--- config.mk ---
export PLATFORM = sky130hd
export DESIGN_NAME = hazard_scoreboard_unit
export DESIGN_NICKNAME = d
export VERILOG_FILES = /design/src/rtl/hsu_pkg.sv /design/src/rtl/hsu_sb_entry.sv /design/src/rtl/hazard_scoreboard_unit.sv
export SDC_FILE = /design/constraint.sdc
export NUM_CORES = 1
export LEC_CHECK = 0
export ABC_CLOCK_PERIOD_IN_PS = 8800
export CAP_MARGIN = 20
export CORE_ASPECT_RATIO = 1.75
export CORE_MARGIN = 10
export CORE_UTILIZATION = 40
export CTS_BUF_LIST = sky130_fd_sc_hd__clkbuf_16
export CTS_CLUSTER_SIZE = 40
export DETAILED_ROUTE_END_ITERATION = 12
export GPL_TIMING_DRIVEN = 1
export PLACE_DENSITY = 0.6
export SLEW_MARGIN = 10
export SYNTH_ARGS = -nofsm -noshare
export SYNTH_HDL_FRONTEND = slang
export SYNTH_HIERARCHICAL = 1
export SYNTH_SLANG_ARGS = --single-unit
--- constraint.sdc ---
create_clock -name clk -period 8.8 [get_ports clk]
set_input_delay 1.32 -clock clk [delete_from_list [all_inputs] [get_ports clk]]
set_output_delay 1.32 -clock clk [all_outputs]
set_load 0.005 [all_outputs]
--- src/rtl/hsu_pkg.sv ---
// Shared definitions for the hazard scoreboard unit: producer latencies,
// stall-cause codes and the per-cycle operating mode.
package hsu_pkg;

  localparam int MAX_LAT  = 7;
  localparam int LAT_ALU  = 1;
  localparam int LAT_LOAD = 2;
  localparam int LAT_MUL  = 3;
  localparam int LAT_DIV  = MAX_LAT;

  typedef enum logic [1:0] {
    CAUSE_NONE  = 2'd0,
    CAUSE_RAW   = 2'd1,
    CAUSE_EARLY = 2'd2,
    CAUSE_WAW   = 2'd3
  } cause_e;

  typedef enum logic [2:0] {
    MODE_RESET,
    MODE_HOLD,
    MODE_FLUSH,
    MODE_STALL,
    MODE_ISSUE
  } mode_e;

endpackage

--- src/rtl/hsu_sb_entry.sv ---
// One scoreboard slot: cycles until its register becomes forwardable.
// Saturating down-counter with load, freeze and synchronous active-low reset.
module hsu_sb_entry #(
  parameter int LAT_W = 3
) (
  input  logic             clk,
  input  logic             rst_n,
  input  logic             freeze,
  input  logic             load,
  input  logic [LAT_W-1:0] load_val,
  output logic [LAT_W-1:0] cnt
);

  always_ff @(posedge clk) begin
    if (!rst_n) begin
      cnt <= '0;
    end else if (freeze) begin
      cnt <= cnt;
    end else if (load) begin
      // a fresh issue to this register overrides its own decrement
      cnt <= load_val;
    end else if (cnt != '0) begin
      cnt <= cnt - LAT_W'(1);
    end
  end

endmodule

--- src/rtl/hazard_scoreboard_unit.sv ---
// ID-stage hazard scoreboard for the 5-stage pipeline with variable-latency
// producers. Optional performance counters are enabled by HSU_PERF_EN.
module hazard_scoreboard_unit
  import hsu_pkg::*;
#(
  parameter int NUM_REGS = 32,
  parameter int RA_W     = 5,
  parameter int MAX_LAT  = 7,
  parameter int LAT_W    = 3
) (
  input  logic            clk,
  input  logic            rst_n,
  input  logic            id_valid,
  input  logic [RA_W-1:0] id_rs1,
  input  logic [RA_W-1:0] id_rs2,
  input  logic            id_rs1_used,
  input  logic            id_rs2_used,
  input  logic            id_early,
  input  logic [RA_W-1:0] id_rd,
  input  logic            id_regwr,
  input  logic [LAT_W-1:0] id_lat,
  input  logic            id_flush,
  input  logic            hold,
  output logic            pc_write,
  output logic            ifid_write,
  output logic            idex_bubble,
  output logic [1:0]      stall_cause
`ifdef HSU_PERF_EN
  ,
  output logic [31:0]     perf_raw,
  output logic [31:0]     perf_early,
  output logic [31:0]     perf_waw
`endif
);

  // Handshake: ID offers an instruction with id_valid; it is accepted (issued)
  // on a rising edge only when mode is MODE_ISSUE, otherwise it stays in ID.
  logic [LAT_W-1:0] cnt [NUM_REGS];
  logic [LAT_W-1:0] lat_eff;
  logic             rs1_hit, rs2_hit;
  logic             raw_t, early_t, waw_t, stall;
  logic             issue_wr;
  cause_e           cause;
  mode_e            mode;

  assign cnt[0] = '0;

  for (genvar r = 1; r < NUM_REGS; r++) begin : g_entry
    hsu_sb_entry #(.LAT_W(LAT_W)) u_entry (
      .clk      (clk),
      .rst_n    (rst_n),
      .freeze   (hold),
      .load     (issue_wr && (id_rd == RA_W'(r))),
      .load_val (lat_eff),
      .cnt      (cnt[r])
    );
  end

  always_comb begin
    lat_eff = id_lat;
    if (id_lat == '0) lat_eff = LAT_W'(1);
    else if (int'(id_lat) > MAX_LAT) lat_eff = LAT_W'(MAX_LAT);
  end

  assign rs1_hit = id_rs1_used && (id_rs1 != '0);
  assign rs2_hit = id_rs2_used && (id_rs2 != '0);

  assign raw_t   = (rs1_hit && (cnt[id_rs1] > LAT_W'(1))) ||
                   (rs2_hit && (cnt[id_rs2] > LAT_W'(1)));
  assign early_t = id_early && ((rs1_hit && (cnt[id_rs1] != '0)) ||
                                (rs2_hit && (cnt[id_rs2] != '0)));
  // WAW keeps writebacks in order: a shorter producer waits out a longer one
  assign waw_t   = id_regwr && (id_rd != '0) && (cnt[id_rd] > lat_eff);

  always_comb begin
    cause = CAUSE_NONE;
    if (early_t)    cause = CAUSE_EARLY;
    else if (raw_t) cause = CAUSE_RAW;
    else if (waw_t) cause = CAUSE_WAW;
  end

  assign stall = id_valid && !id_flush && (cause != CAUSE_NONE);

  always_comb begin
    mode = MODE_ISSUE;
    if (!rst_n)        mode = MODE_RESET;
    else if (hold)     mode = MODE_HOLD;
    else if (id_flush) mode = MODE_FLUSH;
    else if (stall)    mode = MODE_STALL;
  end

  assign issue_wr = (mode == MODE_ISSUE) && id_valid && id_regwr && (id_rd != '0);

  always_comb begin
    pc_write    = 1'b1;
    ifid_write  = 1'b1;
    idex_bubble = 1'b0;
    stall_cause = CAUSE_NONE;
    case (mode)
      MODE_HOLD: begin
        pc_write   = 1'b0;
        ifid_write = 1'b0;
      end
      MODE_FLUSH: idex_bubble = 1'b1;
      MODE_STALL: begin
        pc_write    = 1'b0;
        ifid_write  = 1'b0;
        idex_bubble = 1'b1;
        stall_cause = cause;
      end
      default: ;
    endcase
  end

`ifdef HSU_PERF_EN
  always_ff @(posedge clk) begin
    if (!rst_n) begin
      perf_raw   <= '0;
      perf_early <= '0;
      perf_waw   <= '0;
    end else if (mode == MODE_STALL) begin
      case (cause)
        CAUSE_RAW:   perf_raw   <= perf_raw + 32'd1;
        CAUSE_EARLY: perf_early <= perf_early + 32'd1;
        CAUSE_WAW:   perf_waw   <= perf_waw + 32'd1;
        default: ;
      endcase
    end
  end
`endif

endmodule

Word level (Yosys, flattened, before mapping)
Cells that the tools add are included.
{"block": "totals", "reg_bits": 93, "output_inout_bits": 5, "inputBits": 27, "word_cells": 339}
{"block": "op_classes", "n_bitwise": 4, "n_eq_ne": 35, "order_cmp": 6, "n_mux": 82, "n_reduce_logical": 150, "addsub": 31}
{"cell": "3-bit 2-to-1 mux", "count": 73}
{"cell": "3-bit nonzero test", "count": 33}
{"cell": "3-bit by 1-bit subtractor with 3-bit output, second input constant", "count": 31}
{"cell": "5-bit == test, second input constant", "count": 16}
{"cell": "2-bit nonzero test", "count": 32}
{"cell": "2-bit AND reduction", "count": 31}
{"cell": "3-bit binary-select mux with 5-bit select", "count": 3}
{"cell": "1-bit logical AND", "count": 45}
{"cell": "5-bit by 4-bit == test with 1-bit output, second input constant", "count": 8}
{"cell": "5-bit by 3-bit == test with 1-bit output, second input constant", "count": 4}
{"cell": "6-bit greater-or-equal comparator, second input constant", "count": 3}
{"cell": "5-bit NOT with 6-bit output", "count": 3}
{"cell": "5-bit nonzero test", "count": 3}
{"cell": "5-bit by 2-bit == test with 1-bit output, second input constant", "count": 2}
{"cell": "2-bit 2-to-1 mux", "count": 4}
{"cell": "3-bit by 2-bit == test with 1-bit output, second input constant", "count": 2}
{"cell": "3-bit by 1-bit greater-than comparator with 1-bit output, second input constant", "count": 2}
{"cell": "5-bit by 1-bit == test with 1-bit output, second input constant", "count": 1}
{"cell": "2-bit OR reduction", "count": 2}
{"cell": "3-bit by 1-bit == test with 1-bit output, second input constant", "count": 1}
{"cell": "3-bit == test, second input constant", "count": 1}
{"cell": "3-bit greater-than comparator", "count": 1}
{"cell": "3-bit zero test", "count": 1}
{"cell": "1-bit logical OR", "count": 2}
{"cell": "3 further kinds", "count": 4}

Longest topological paths before layout
Gate-level depths: netlist (run 1).
{"block": "logic_depth", "ltp_word": 22, "ltp_mapped": 19, "ltp_nobuf": 15}

Hierarchy
The synthesis (run 1) kept the hierarchy.
{"mod": "hsu_sb_entry", "cells_each": 24, "seq_area_each_um2": 60.1, "n_inst": 31, "area_per_inst_um2": 202.7}
{"mod": "hazard_scoreboard_unit", "cells_each": 300, "seq_area_each_um2": 0.0, "n_inst": 1, "area_per_inst_um2": 2640.0}

Worst setup path after synthesis (run 1)
No wires, ideal clock.
{"block": "synth_path", "path_type": "input port to output port", "startpoint": "in id_lat[2]", "endpoint": "out pc_write", "required_ns": 7.480, "setup_slack_ns": 2.529, "arrival_ns": 4.951, "path_buffers": 2, "cell_stages": 10, "path_cell_list": "o21bai_1 ha_1 nor2b_1 o21a_1 o211ai_1 o2111ai_1 a211o_4 buf_6 a22oi_1 buf_4"}
{"block": "synth_between", "elab_chain_cells": 16, "elab_cells_between_ends": 17, "classes_between": "1 x order compare; 2 x eq/ne; 9 x mux; 5 x reduce/logical"}
{"item": "from (decl)", "line_no": "hazard_scoreboard_unit.sv:21", "rtl": "input logic [LAT_W-1:0] id_lat,"}
{"item": "3-bit zero test", "line_no": "hazard_scoreboard_unit.sv:61", "rtl": "if (id_lat == '0) lat_eff = LAT_W'(1);"}
{"item": "3-bit 2-to-1 mux *", "line_no": "hazard_scoreboard_unit.sv:61"}
{"item": "3-bit greater-than comparator *", "line_no": "hazard_scoreboard_unit.sv:73", "rtl": "assign waw_t = id_regwr && (id_rd != '0) && (cnt[id_rd] > lat_eff);"}
{"item": "1-bit logical AND *", "line_no": "hazard_scoreboard_unit.sv:73"}
{"item": "2-bit 2-to-1 mux *", "line_no": "hazard_scoreboard_unit.sv:79", "rtl": "else if (waw_t) cause = CAUSE_WAW;"}
{"item": "2-bit 2-to-1 mux *", "line_no": "hazard_scoreboard_unit.sv:78", "rtl": "else if (raw_t) cause = CAUSE_RAW;"}
{"item": "2-bit 2-to-1 mux *", "line_no": "hazard_scoreboard_unit.sv:77", "rtl": "if (early_t) cause = CAUSE_EARLY;"}
{"item": "2-bit nonzero test *", "line_no": "hazard_scoreboard_unit.sv:82", "rtl": "assign stall = id_valid && !id_flush && (cause != CAUSE_NONE);"}
{"item": "1-bit logical AND *", "line_no": "hazard_scoreboard_unit.sv:82"}
{"item": "3-bit 2-to-1 mux *", "line_no": "hazard_scoreboard_unit.sv:89", "rtl": "else if (stall) mode = MODE_STALL;"}
{"item": "3-bit 2-to-1 mux *", "line_no": "hazard_scoreboard_unit.sv:88", "rtl": "else if (id_flush) mode = MODE_FLUSH;"}
{"item": "3-bit 2-to-1 mux *", "line_no": "hazard_scoreboard_unit.sv:87", "rtl": "else if (hold) mode = MODE_HOLD;"}
{"item": "3-bit 2-to-1 mux *", "line_no": "hazard_scoreboard_unit.sv:86", "rtl": "if (!rst_n) mode = MODE_RESET;"}
{"item": "3-bit by 2-bit == test with 1-bit output or 3-bit by 1-bit == test with 1-bit output (tied branches)"}
{"item": "2-bit OR reduction (no source line) *"}
{"item": "1-bit 2-to-1 mux *"}
{"item": "to (decl)", "line_no": "hazard_scoreboard_unit.sv:24", "rtl": "output logic pc_write,"}
Mark *: on every way between the ends. The rest lies on a longest branch, timed or not.

Worst setup path in the final report (run 1)
{"block": "layout_path", "startpoint": "in id_rd[1]", "endpoint": "out pc_write"}
{"block": "layout_between", "elab_chain_cells": 18, "elab_cells_between_ends": 21, "classes_between": "1 x order compare; 2 x eq/ne; 11 x mux; 1 x bitwise; 6 x reduce/logical"}
{"item": "from (decl)", "line_no": "hazard_scoreboard_unit.sv:19", "rtl": "input logic [RA_W-1:0] id_rd,"}
{"item": "5-bit NOT with 6-bit output (implied by the code)", "line_no": "hazard_scoreboard_unit.sv:73"}
{"item": "3-bit binary-select mux with 5-bit select", "line_no": "hazard_scoreboard_unit.sv:73"}
{"item": "3-bit 2-to-1 mux (implied by the code) (2 in a row)", "line_no": "hazard_scoreboard_unit.sv:73"}
{"item": "3-bit greater-than comparator", "line_no": "hazard_scoreboard_unit.sv:73"}
{"item": "1-bit logical AND *", "line_no": "hazard_scoreboard_unit.sv:73"}
{"item": "2-bit 2-to-1 mux *", "line_no": "hazard_scoreboard_unit.sv:79"}
{"item": "2-bit 2-to-1 mux *", "line_no": "hazard_scoreboard_unit.sv:78"}
{"item": "2-bit 2-to-1 mux *", "line_no": "hazard_scoreboard_unit.sv:77"}
{"item": "2-bit nonzero test *", "line_no": "hazard_scoreboard_unit.sv:82"}
{"item": "1-bit logical AND *", "line_no": "hazard_scoreboard_unit.sv:82"}
{"item": "3-bit 2-to-1 mux *", "line_no": "hazard_scoreboard_unit.sv:89"}
{"item": "3-bit 2-to-1 mux *", "line_no": "hazard_scoreboard_unit.sv:88"}
{"item": "3-bit 2-to-1 mux *", "line_no": "hazard_scoreboard_unit.sv:87"}
{"item": "3-bit 2-to-1 mux *", "line_no": "hazard_scoreboard_unit.sv:86"}
{"item": "3-bit by 2-bit == test with 1-bit output or 3-bit by 1-bit == test with 1-bit output (tied branches)", "line_no": "hazard_scoreboard_unit.sv:99", "rtl": "case (mode)"}
{"item": "2-bit OR reduction (no source line) *"}
{"item": "1-bit 2-to-1 mux *", "line_no": "hazard_scoreboard_unit.sv:99"}
Mark *: on every way between the ends. The rest lies on a longest branch, timed or not. The select of a mux whose other input is x is not followed.

==> flow_metrics.env, run 1 <==
export IMPL_synthXorXnorAreaFrac_pct=0
export IMPL_syn_instance_count=1044
export IMPL_max_slew_margin_pct=26.9
export IMPL_whs_path_depth=2
export IMPL_fmax_ghz=0.144
export IMPL_htreeDepth=3
export IMPL_worst_setup_path_type="input port to output port"
export IMPL_core_area_sq_um=22100
export IMPL_largest_register_ffs=93
export IMPL_first_global_vias=8198
export IMPL_power_switching_mw=1.17
export IMPL_clkPwrFrac_pct=14.8
export IMPL_drc=0
export IMPL_reg_top3="g_entry.u_entry/cnt (93)"
export IMPL_antenna_found_initial=0
export IMPL_netSwitchingFraction_pct=43.2
export IMPL_post_place_ws_ps=1900
export IMPL_grt_usage_pct=18.6
export IMPL_worstPathArrival_ps=5620
export IMPL_grt_util_met2_pct=33.9
export IMPL_synth_compound_area_share_pct=22.6
export IMPL_ys_async_sr_fraction_pct=0
export IMPL_cts_buffer_depth=2
export IMPL_layout_drive_gt1_share_pct=15.5
export IMPL_postCtsSetupBuffers=0
export IMPL_timing_final_ws_setup_ps=1860
export IMPL_synthToLayoutAreaGrowth_pct=11.3
export IMPL_cp_required_ps=7480
export IMPL_root_buffer="clkbuf_16"
export IMPL_gr_total_overflow=0
export IMPL_routedWlPerCell_um=19.9
export IMPL_synthTopCellsByArea="dfxtp_1 (21%), mux4_2 (10%), ha_1 (9.1%)"
export IMPL_numPortBuffers=31
export IMPL_synthMuxAreaShare_pct=17.3
export IMPL_yosysSeqAreaShare_pct=20.9
export IMPL_synth_top_area_cell="dfxtp_1"
export IMPL_synth_most_common_cell="inv_1"
export IMPL_startpoint_type="input port"
export IMPL_synthFlopType="dfxtp_1"
export IMPL_outcome="finished clean"
export IMPL_synth_top_family_by_area="simple AND/OR/NAND/NOR gates"
export IMPL_viasPerCell=6.16
export IMPL_n_antenna_cell=0
export IMPL_die_h_um=218
export IMPL_synth_top_cells_by_count="inv_1 (100), nor2_1 (96), dfxtp_1 (93)"
export IMPL_ys_types=65
export IMPL_path_max_fanout=33
export IMPL_drv_slew=0
export IMPL_fin_skew_ps=9.61
export IMPL_cp_end_kind="output port"
export IMPL_p_leak_nw=3.60
export IMPL_num_io_pins=32
export IMPL_hold_viol_final=0
export IMPL_peakVddDrop_uv=102
export IMPL_drtIter0Drc=589
export IMPL_vias=8503
export IMPL_avgSynthCellArea_sq_um=8.55
export IMPL_cap_violations=0
export IMPL_top_register="g_entry.u_entry/cnt"
export IMPL_synth_edf_count=0
export IMPL_fin_crit_ps=6940
export IMPL_rsz0062_at_grt="no"
export IMPL_finalSetupViolCount=0
export IMPL_dieArea_sq_um=28900
export IMPL_yosys_area_share_simple_pct=23.9
export IMPL_row_count=72
export IMPL_pwr_share_comb_pct=54.4
export IMPL_fin_setup_tns_ps=0
export IMPL_fin_nets=1171
export IMPL_seq_power_share_pct=30.8
export IMPL_reg2regPathDepth=14
export IMPL_busiest_layer="met2"
export IMPL_gr_usage_met3_pct=2.17
export IMPL_use_met1_pct=20.3
export IMPL_min_delay_path_class="flip-flop to flip-flop"
export IMPL_synth_area_sq_um=8920
export IMPL_cts_hold_buf=0
export IMPL_synthAdderAreaFrac_pct=9.11
export IMPL_die_w_um=133
export IMPL_p_per_area_nw_per_um2=272
export IMPL_yosysWarnings=6
export IMPL_synth_fp_nets=1136
export IMPL_gp_congestion=0.907
export IMPL_clk_latency_ps=360
export IMPL_path_clk_slew_ps=70
export IMPL_min_period_over_period_pct=78.8
export IMPL_postRouteAntennaNets=0
export IMPL_synth_top_area_share_pct=20.9
export IMPL_start_util_pct=40.4
export IMPL_hpwl_um=19800
export IMPL_routed_wl_um=27500
export IMPL_grt_max_degree=84
export IMPL_p_int_mw=1.54
export IMPL_worst_pin_slew_ps=1090
export IMPL_tritoncts_num_buffers=9
export IMPL_cts_resized=0
export IMPL_cts_tree="yes"
export IMPL_grt_pass1_wl_um=43600
export IMPL_drt_pass1_iterations=5
export IMPL_yosys_register_bits=93
export IMPL_cts_sinks=93
## metal layers
metal	part of all wire, %	routed length [um]
met5	0	0
met4	4.4	1210
met3	3.2	890
met2	53	14400
met1	40	10900
## layout make-up
cell class,instances,area [sq um]
multi-input combinational,813,6520
inverter,100,375
clock inverter,7,65.1
tap,296,370
clock buffer,9,225
fill,2209,12100
sequential,93,1860
timing repair buffer,62,513
## worst max-delay path, stage by stage
cell and delay, ps:
clkdlybuf4s50_1 460, buf_4 370, mux2_2 400, a22o_1 180
mux4_2 470, nor2_1 120, nor2_1 50, ha_1 280
nor2b_1 140, o21a_1 160, o211ai_1 190, o2111ai_1 190
a211o_4 510, a22oi_1 230, clkdlybuf4s50_1 540
## power groups by stage
stage                     Clock [mW]  Combinational [mW]  Sequential, mW
after floorplan                    0                1.21           0.724
after global routing           0.423                1.67           0.855
after global placement             0                1.44           0.841
final                          0.400                1.47           0.834
after CTS                      0.406                1.47           0.829
after detailed placement           0                1.46           0.840
## cells in the final DEF, fill, tap and decap left out, types with 32 or more instances in the layout
cell,Yosys,routed
mux2i_1,38,38
a21oi_1,41,41
inv_1,100,100
nand2_1,47,47
nand2b_1,32,32
nor2_1,96,96
mux4_2,40,40
a32o_1,32,32
dfxtp_1,93,93
and3_1,33,33
ha_1,65,65
o211ai_1,36,36
o21ai_0,37,37
## worst paths after layout
check,startpoint,endpoint,slack [ps]
max,id_rd[1],pc_write,1860
max reg2reg,g_entry[4].u_entry/cnt[1],g_entry[9].u_entry/cnt[0],4020
min reg2reg,g_entry[29].u_entry/cnt[1],g_entry[29].u_entry/cnt[1],520
min,g_entry[29].u_entry/cnt[1],g_entry[29].u_entry/cnt[1],520
## kinds of logic (layout without fill, tap and decap cells)
| group | after synthesis | after routing |
|---|---|---|
| multiplexers | 92 | 92 |
| AND/OR/NAND/NOR | 383 | 383 |
| buffers and inverters | 138 | 178 |
| adder cells (fa/ha/maj) | 65 | 65 |
| flip-flops | 93 | 93 |
| AO/OA/AOI/OAI | 273 | 273 |
## metrics by stage
step,instances,utilization (%),power [mW],hold slack [ps],area (sq um)
floorplan,1044,-,1.93,458,8920
global placement,1358,43.5,2.28,497,9600
detailed placement,1358,43.5,2.30,501,9600
CTS,1374,44.8,2.71,514,9890
global route,1380,45.0,2.95,542,9930
finish,1380,45.0,2.70,516,9930
Power figures use the tool's default switching activity.
==> inputs of run 2 (changes only) <==
Settings changed: ABC_CLOCK_PERIOD_IN_PS 8800 to 6600.
Clock period 8.8 ns to 6.6 ns, I/O delays scaled along.
==> flow_metrics.env, run 2 (same netlist as run 1, synthesis figures left out) <==
export IMPL_outcome="finished clean"
export IMPL_whs_path_depth=2
export IMPL_path_clk_slew_ps=70
export IMPL_start_util_pct=40.4
export IMPL_n_antenna_cell=0
export IMPL_rsz0062_at_grt="no"
export IMPL_cts_resized=0
export IMPL_gr_total_overflow=0
export IMPL_layout_drive_gt1_share_pct=16.3
export IMPL_seq_area_sq_um=1860
export IMPL_min_period_over_period_pct=92.5
export IMPL_top_register="g_entry.u_entry/cnt"
export IMPL_worst_pin_slew_ps=1040
export IMPL_reg_top3="g_entry.u_entry/cnt (93)"
export IMPL_vias=8559
export IMPL_antenna_found_initial=0
export IMPL_path_max_fanout=33
export IMPL_fin_skew_ps=7.87
export IMPL_drv_slew=0
export IMPL_placed_cell_area_sq_um=9780
export IMPL_routedWlPerCell_um=19.6
export IMPL_fin_crit_ps=6100
export IMPL_worst_setup_path_type="input port to output port"
export IMPL_reg2regPathDepth=15
export IMPL_grt_pass1_wl_um=43500
export IMPL_multi_input_area_sq_um=6510
export IMPL_fin_setup_tns_ps=0
export IMPL_routed_wl_um=27400
export IMPL_finalSetupViolCount=0
export IMPL_root_buffer="clkbuf_16"
export IMPL_drt_pass1_iterations=5
export IMPL_drc=0
export IMPL_peakVddDrop_uv=146
export IMPL_cts_buffer_depth=2
export IMPL_postCtsSetupBuffers=0
export IMPL_fillers=2190
export IMPL_cp_end_kind="output port"
export IMPL_postRouteAntennaNets=0
export IMPL_clk_latency_ps=380
export IMPL_max_slew_margin_pct=30.4
export IMPL_fmax_ghz=0.164
export IMPL_postLayoutCoreUtil_pct=45.6
export IMPL_largest_register_ffs=93
export IMPL_cp_required_ps=5610
export IMPL_cap_violations=0
export IMPL_hpwl_um=20100
export IMPL_gp_congestion=0.891
export IMPL_row_count=72
export IMPL_grt_max_degree=76
export IMPL_core_area_sq_um=22100
export IMPL_hold_viol_final=0
export IMPL_grt_usage_pct=18.7
export IMPL_numPortBuffers=31
export IMPL_die_h_um=218
export IMPL_total_power_mw=3.59
export IMPL_cts_hold_buf=0
export IMPL_crit_chain="clkdlybuf4s50_1 > buf_4 > mux4_2 > mux4_2 > nor2_1 > nor2_1 > ha_1 > nor2b_1 > o21a_1 > o211ai_1 > o2111ai_1 > a211o_4 > a22oi_1 > clkdlybuf4s50_1"
export IMPL_cts_tree="yes"
export IMPL_startpoint_type="input port"
export IMPL_num_io_pins=32
export IMPL_final_common_cell="inv_1"
export IMPL_min_delay_path_class="flip-flop to flip-flop"
export IMPL_first_global_vias=8337
export IMPL_viasPerCell=6.13
export IMPL_final_cell_area_sq_um=10100
export IMPL_fin_nets=1189
export IMPL_tritoncts_num_buffers=9
export IMPL_die_w_um=133
export IMPL_cts_sinks=93
export IMPL_final_cell_mix="inv_1 (103), nor2_1 (96), dfxtp_1 (93)"
export IMPL_drtIter0Drc=594
export IMPL_htreeDepth=3
export IMPL_crit_path_max_incr_delay_ps=550
export IMPL_worstPathArrival_ps=5110
export IMPL_p_leak_nw=3.71
export IMPL_synthToLayoutAreaGrowth_pct=12.7
export IMPL_p_per_area_nw_per_um2=357
export IMPL_dieArea_sq_um=28900
export IMPL_cpMaxStageDelayCell="clkdlybuf4s50_1"
==> run 2: per-layer routing <==
metal | routed length, um | vias up | GRT usage [%] | part of all wire, %
li1 | - | 4054 | - | -
met1 | 10600 | 4172 | 19.9 | 39
met2 | 14100 | 245 | 33.5 | 51
met3 | 1110 | 88 | 3.11 | 4.1
met4 | 1610 | 0 | 12.2 | 5.9
met5 | 0 | - | 0 | 0
==> run 2: worst paths after layout <==
check | start | endpoint | slack, ps
max | id_rd[1] | ifid_write | 500
min reg2reg | g_entry[13].u_entry/cnt[1] | g_entry[13].u_entry/cnt[1] | 510
min | g_entry[13].u_entry/cnt[1] | g_entry[13].u_entry/cnt[1] | 510
max reg2reg | g_entry[15].u_entry/cnt[1] | g_entry[10].u_entry/cnt[0] | 2200
==> run 2: power by group <==
part / internal [mW] / leakage, nW / switching (mW)
logic: 0.977 / 2.81 / 0.979
clock network: 0.285 / 0.144 / 0.235
registers: 0.782 / 0.756 / 0.335
==> run 2: layout make-up <==
| class | count | area share, % |
|---|---|---|
| multi-input cells | 813 | 64.8 |
| flip-flops and latches | 93 | 18.5 |
| repair buffers | 80 | 6.59 |
| inverters | 100 | 3.73 |
| well taps | 296 | 3.68 |
| clock buffers | 9 | 2.24 |
| clock inverters | 6 | 0.485 |
==> run 2: stage by stage <==
| step | setup slack (ps) | instances | hold slack (ps) |
|---|---|---|---|
| 2_1_floorplan | 927 | 1044 | 458 |
| 3_3_place_gp | 521 | 1382 | 501 |
| 3_5_place_dp | 478 | 1382 | 501 |
| 4_1_cts | 469 | 1397 | 511 |
| 5_1_grt | 229 | 1397 | 534 |
| 6_report | 496 | 1397 | 506 |
==> run 2: critical path, delay by kind of cell <==
family                     cells  cell delay (ps)
buffers and inverters          3             1410
AOI/OAI and AO/OA              5             1300
muxes                          2              820
and+or+nand+nor                3              300
adders and majority gates      1              280
==> inputs of run 3 (changes only) <==
Settings changed: CELL_PAD_IN_SITES_DETAIL_PLACEMENT set to 0, CELL_PAD_IN_SITES_GLOBAL_PLACEMENT set to 1, PLACE_DENSITY 0.6 to 0.74.
==> flow_metrics.env, run 3 (same netlist as run 1, synthesis figures left out) <==
export IMPL_outcome="finished clean"
export IMPL_reg2regPathDepth=15
export IMPL_path_clk_slew_ps=60
export IMPL_layout_drive_gt1_share_pct=16.7
export IMPL_reg2reg_slack_ps=2060
export IMPL_gr_total_overflow=0
export IMPL_min_period_over_period_pct=93.5
export IMPL_hold_viol_final=0
export IMPL_cp_required_ps=5610
export IMPL_worst_pin_slew_ps=967
export IMPL_finalSetupViolCount=0
export IMPL_vias=8534
export IMPL_reg_top3="g_entry.u_entry/cnt (93)"
export IMPL_netSwitchingFraction_pct=44.0
export IMPL_row_count=72
export IMPL_num_io_pins=32
export IMPL_hp_start="g_entry[17].u_entry/cnt[1]"
export IMPL_whs_path_depth=2
export IMPL_cp_end_kind="output port"
export IMPL_worstPathArrival_ps=5180
export IMPL_fin_setup_tns_ps=0
export IMPL_routedWlPerCell_um=20.5
export IMPL_cts_hold_buf=0
export IMPL_die_w_um=133
export IMPL_root_buffer="clkbuf_16"
export IMPL_cts_buffer_depth=2
export IMPL_hpwl_um=21500
export IMPL_fin_nets=1191
export IMPL_grt_usage_pct=19.9
export IMPL_cpMaxStageDelayCell="clkdlybuf4s50_1"
export IMPL_p_leak_nw=3.70
export IMPL_first_global_vias=8458
export IMPL_clk_latency_ps=380
export IMPL_numPortBuffers=31
export IMPL_postLayoutCoreUtil_pct=45.6
export IMPL_crit_path_max_incr_delay_ps=580
export IMPL_min_delay_path_class="flip-flop to flip-flop"
export IMPL_top_register="g_entry.u_entry/cnt"
export IMPL_fin_skew_ps=6.89
export IMPL_antenna_found_initial=0
export IMPL_fmax_ghz=0.162
export IMPL_n_antenna_cell=0
export IMPL_peakVddDrop_uv=136
export IMPL_drv_slew=0
export IMPL_cts_sinks=93
export IMPL_final_common_cell="inv_1"
export IMPL_core_area_sq_um=22100
export IMPL_die_h_um=218
export IMPL_p_per_area_nw_per_um2=356
export IMPL_drtIter0Drc=499
export IMPL_start_util_pct=40.4
export IMPL_r2r_end="g_entry[17].u_entry/cnt[0]"
export IMPL_whs_endpoint="g_entry[17].u_entry/cnt[1]"
export IMPL_rsz0062_at_grt="no"
export IMPL_cts_resized=0
export IMPL_fin_crit_ps=6170
export IMPL_htreeDepth=3
export IMPL_path_max_fanout=33
export IMPL_routed_wl_um=28700
export IMPL_drc=0
export IMPL_final_cell_mix="inv_1 (100), nor2_1 (96), dfxtp_1 (93)"
export IMPL_crit_chain="clkdlybuf4s50_1 > buf_4 > mux2_2 > a22o_1 > mux4_2 > nor2_1 > nor2_1 > ha_1 > nor2b_1 > o21a_1 > o211ai_1 > o2111ai_1 > a211o_4 > a22oi_1 > clkdlybuf4s50_1"
export IMPL_viasPerCell=6.10
export IMPL_critPathTopFamily="compound AO/OA/AOI/OAI gates"
export IMPL_postRouteAntennaNets=0
export IMPL_r2r_start="g_entry[23].u_entry/cnt[1]"
export IMPL_startpoint_type="input port"
export IMPL_seq_power_share_pct=31.8
export IMPL_gp_congestion=0.936
export IMPL_tritoncts_num_buffers=9
export IMPL_postCtsSetupBuffers=0
export IMPL_dieArea_sq_um=28900
export IMPL_cap_violations=0
export IMPL_max_slew_margin_pct=34.7
export IMPL_cts_tree="yes"
export IMPL_p_int_mw=2.01
export IMPL_drt_pass1_iterations=7
export IMPL_grt_max_degree=89
export IMPL_power_switching_mw=1.58
export IMPL_largest_register_ffs=93
export IMPL_pwr_share_comb_pct=54.6
export IMPL_clkPwrFrac_pct=13.6
export IMPL_grt_pass1_wl_um=45800
export IMPL_path_buf_inv=3
export IMPL_worst_setup_path_type="input port to output port"
export IMPL_synthToLayoutAreaGrowth_pct=12.7
==> run 3: cell count changes in the layout (fill, tap and decap cells not counted) <==
cell	previous run	this run
clkinv_2	0	2
buf_4	51	53
bufinv_16	1	0
inv_1	103	100
clkinvlp_4	0	1
clkinv_1	2	4
==> run 3: layer usage <==
| layer | vias up | wire [um] | track usage, % |
|---|---|---|---|
| li1 | 4058 | - | - |
| met1 | 4189 | 11200 | 21.1 |
| met4 | 0 | 1670 | 13.9 |
| met3 | 84 | 962 | 2.54 |
| met5 | - | 0 | 0 |
| met2 | 203 | 14900 | 35.6 |
==> run 3: worst max path at each step <==
stage	start	to	slack, ps	cells past startpoint
finish	id_rd[1]	pc_write	430	15
global route	id_rd[1]	pc_write	220	15
CTS	id_rd[1]	pc_write	440	15
detailed placement	id_rd[1]	pc_write	460	15
global placement	id_rd[1]	ifid_write	500	15
floorplan	id_lat[2]	g_entry[18].u_entry/cnt[0]	930	12
==> run 3: power by group through the flow <==
stage	logic [mW]	clock network (mW)	registers, mW
6_report	1.96	0.488	1.14
2_1_floorplan	1.61	0	0.965
4_1_cts	1.96	0.502	1.13
5_1_grt	2.23	0.524	1.16
3_3_place_gp	1.92	0	1.14
3_5_place_dp	1.95	0	1.14
==> run 3: area by class of cell <==
type	count	area [sq um]
well taps	296	370
multi-input cells	813	6510
clock inverters	7	32.5
repair buffers	82	678
clock buffers	9	225
fillers	2234	12000
inverters	100	375
flip-flops and latches	93	1860
==> run 3: worst register-to-register path, stage by stage, from the launching register on <==
cell and delay (ps):
dfxtp_1 380, mux4_2 520, mux4_2 490, nor2_1 100, nor2_1 50, ha_1 280
nor2b_1 140, o21a_1 160, o211ai_1 190, o2111ai_1 190, a211o_4 520, nor4_1 570
buf_4 250, nor2_2 50, a221o_1 300, a32o_1 250
==> run 3: metrics by stage <==
step	std cells	worst slack, ps	hold slack (ps)	cell area, sq um	power (mW)
after floorplan	1044	927	458	8920	2.58
after global placement	1384	498	499	9800	3.07
after detailed placement	1384	458	496	9800	3.09
after CTS	1400	441	503	10100	3.59
after global routing	1400	219	542	10100	3.92
final	1400	429	509	10100	3.58
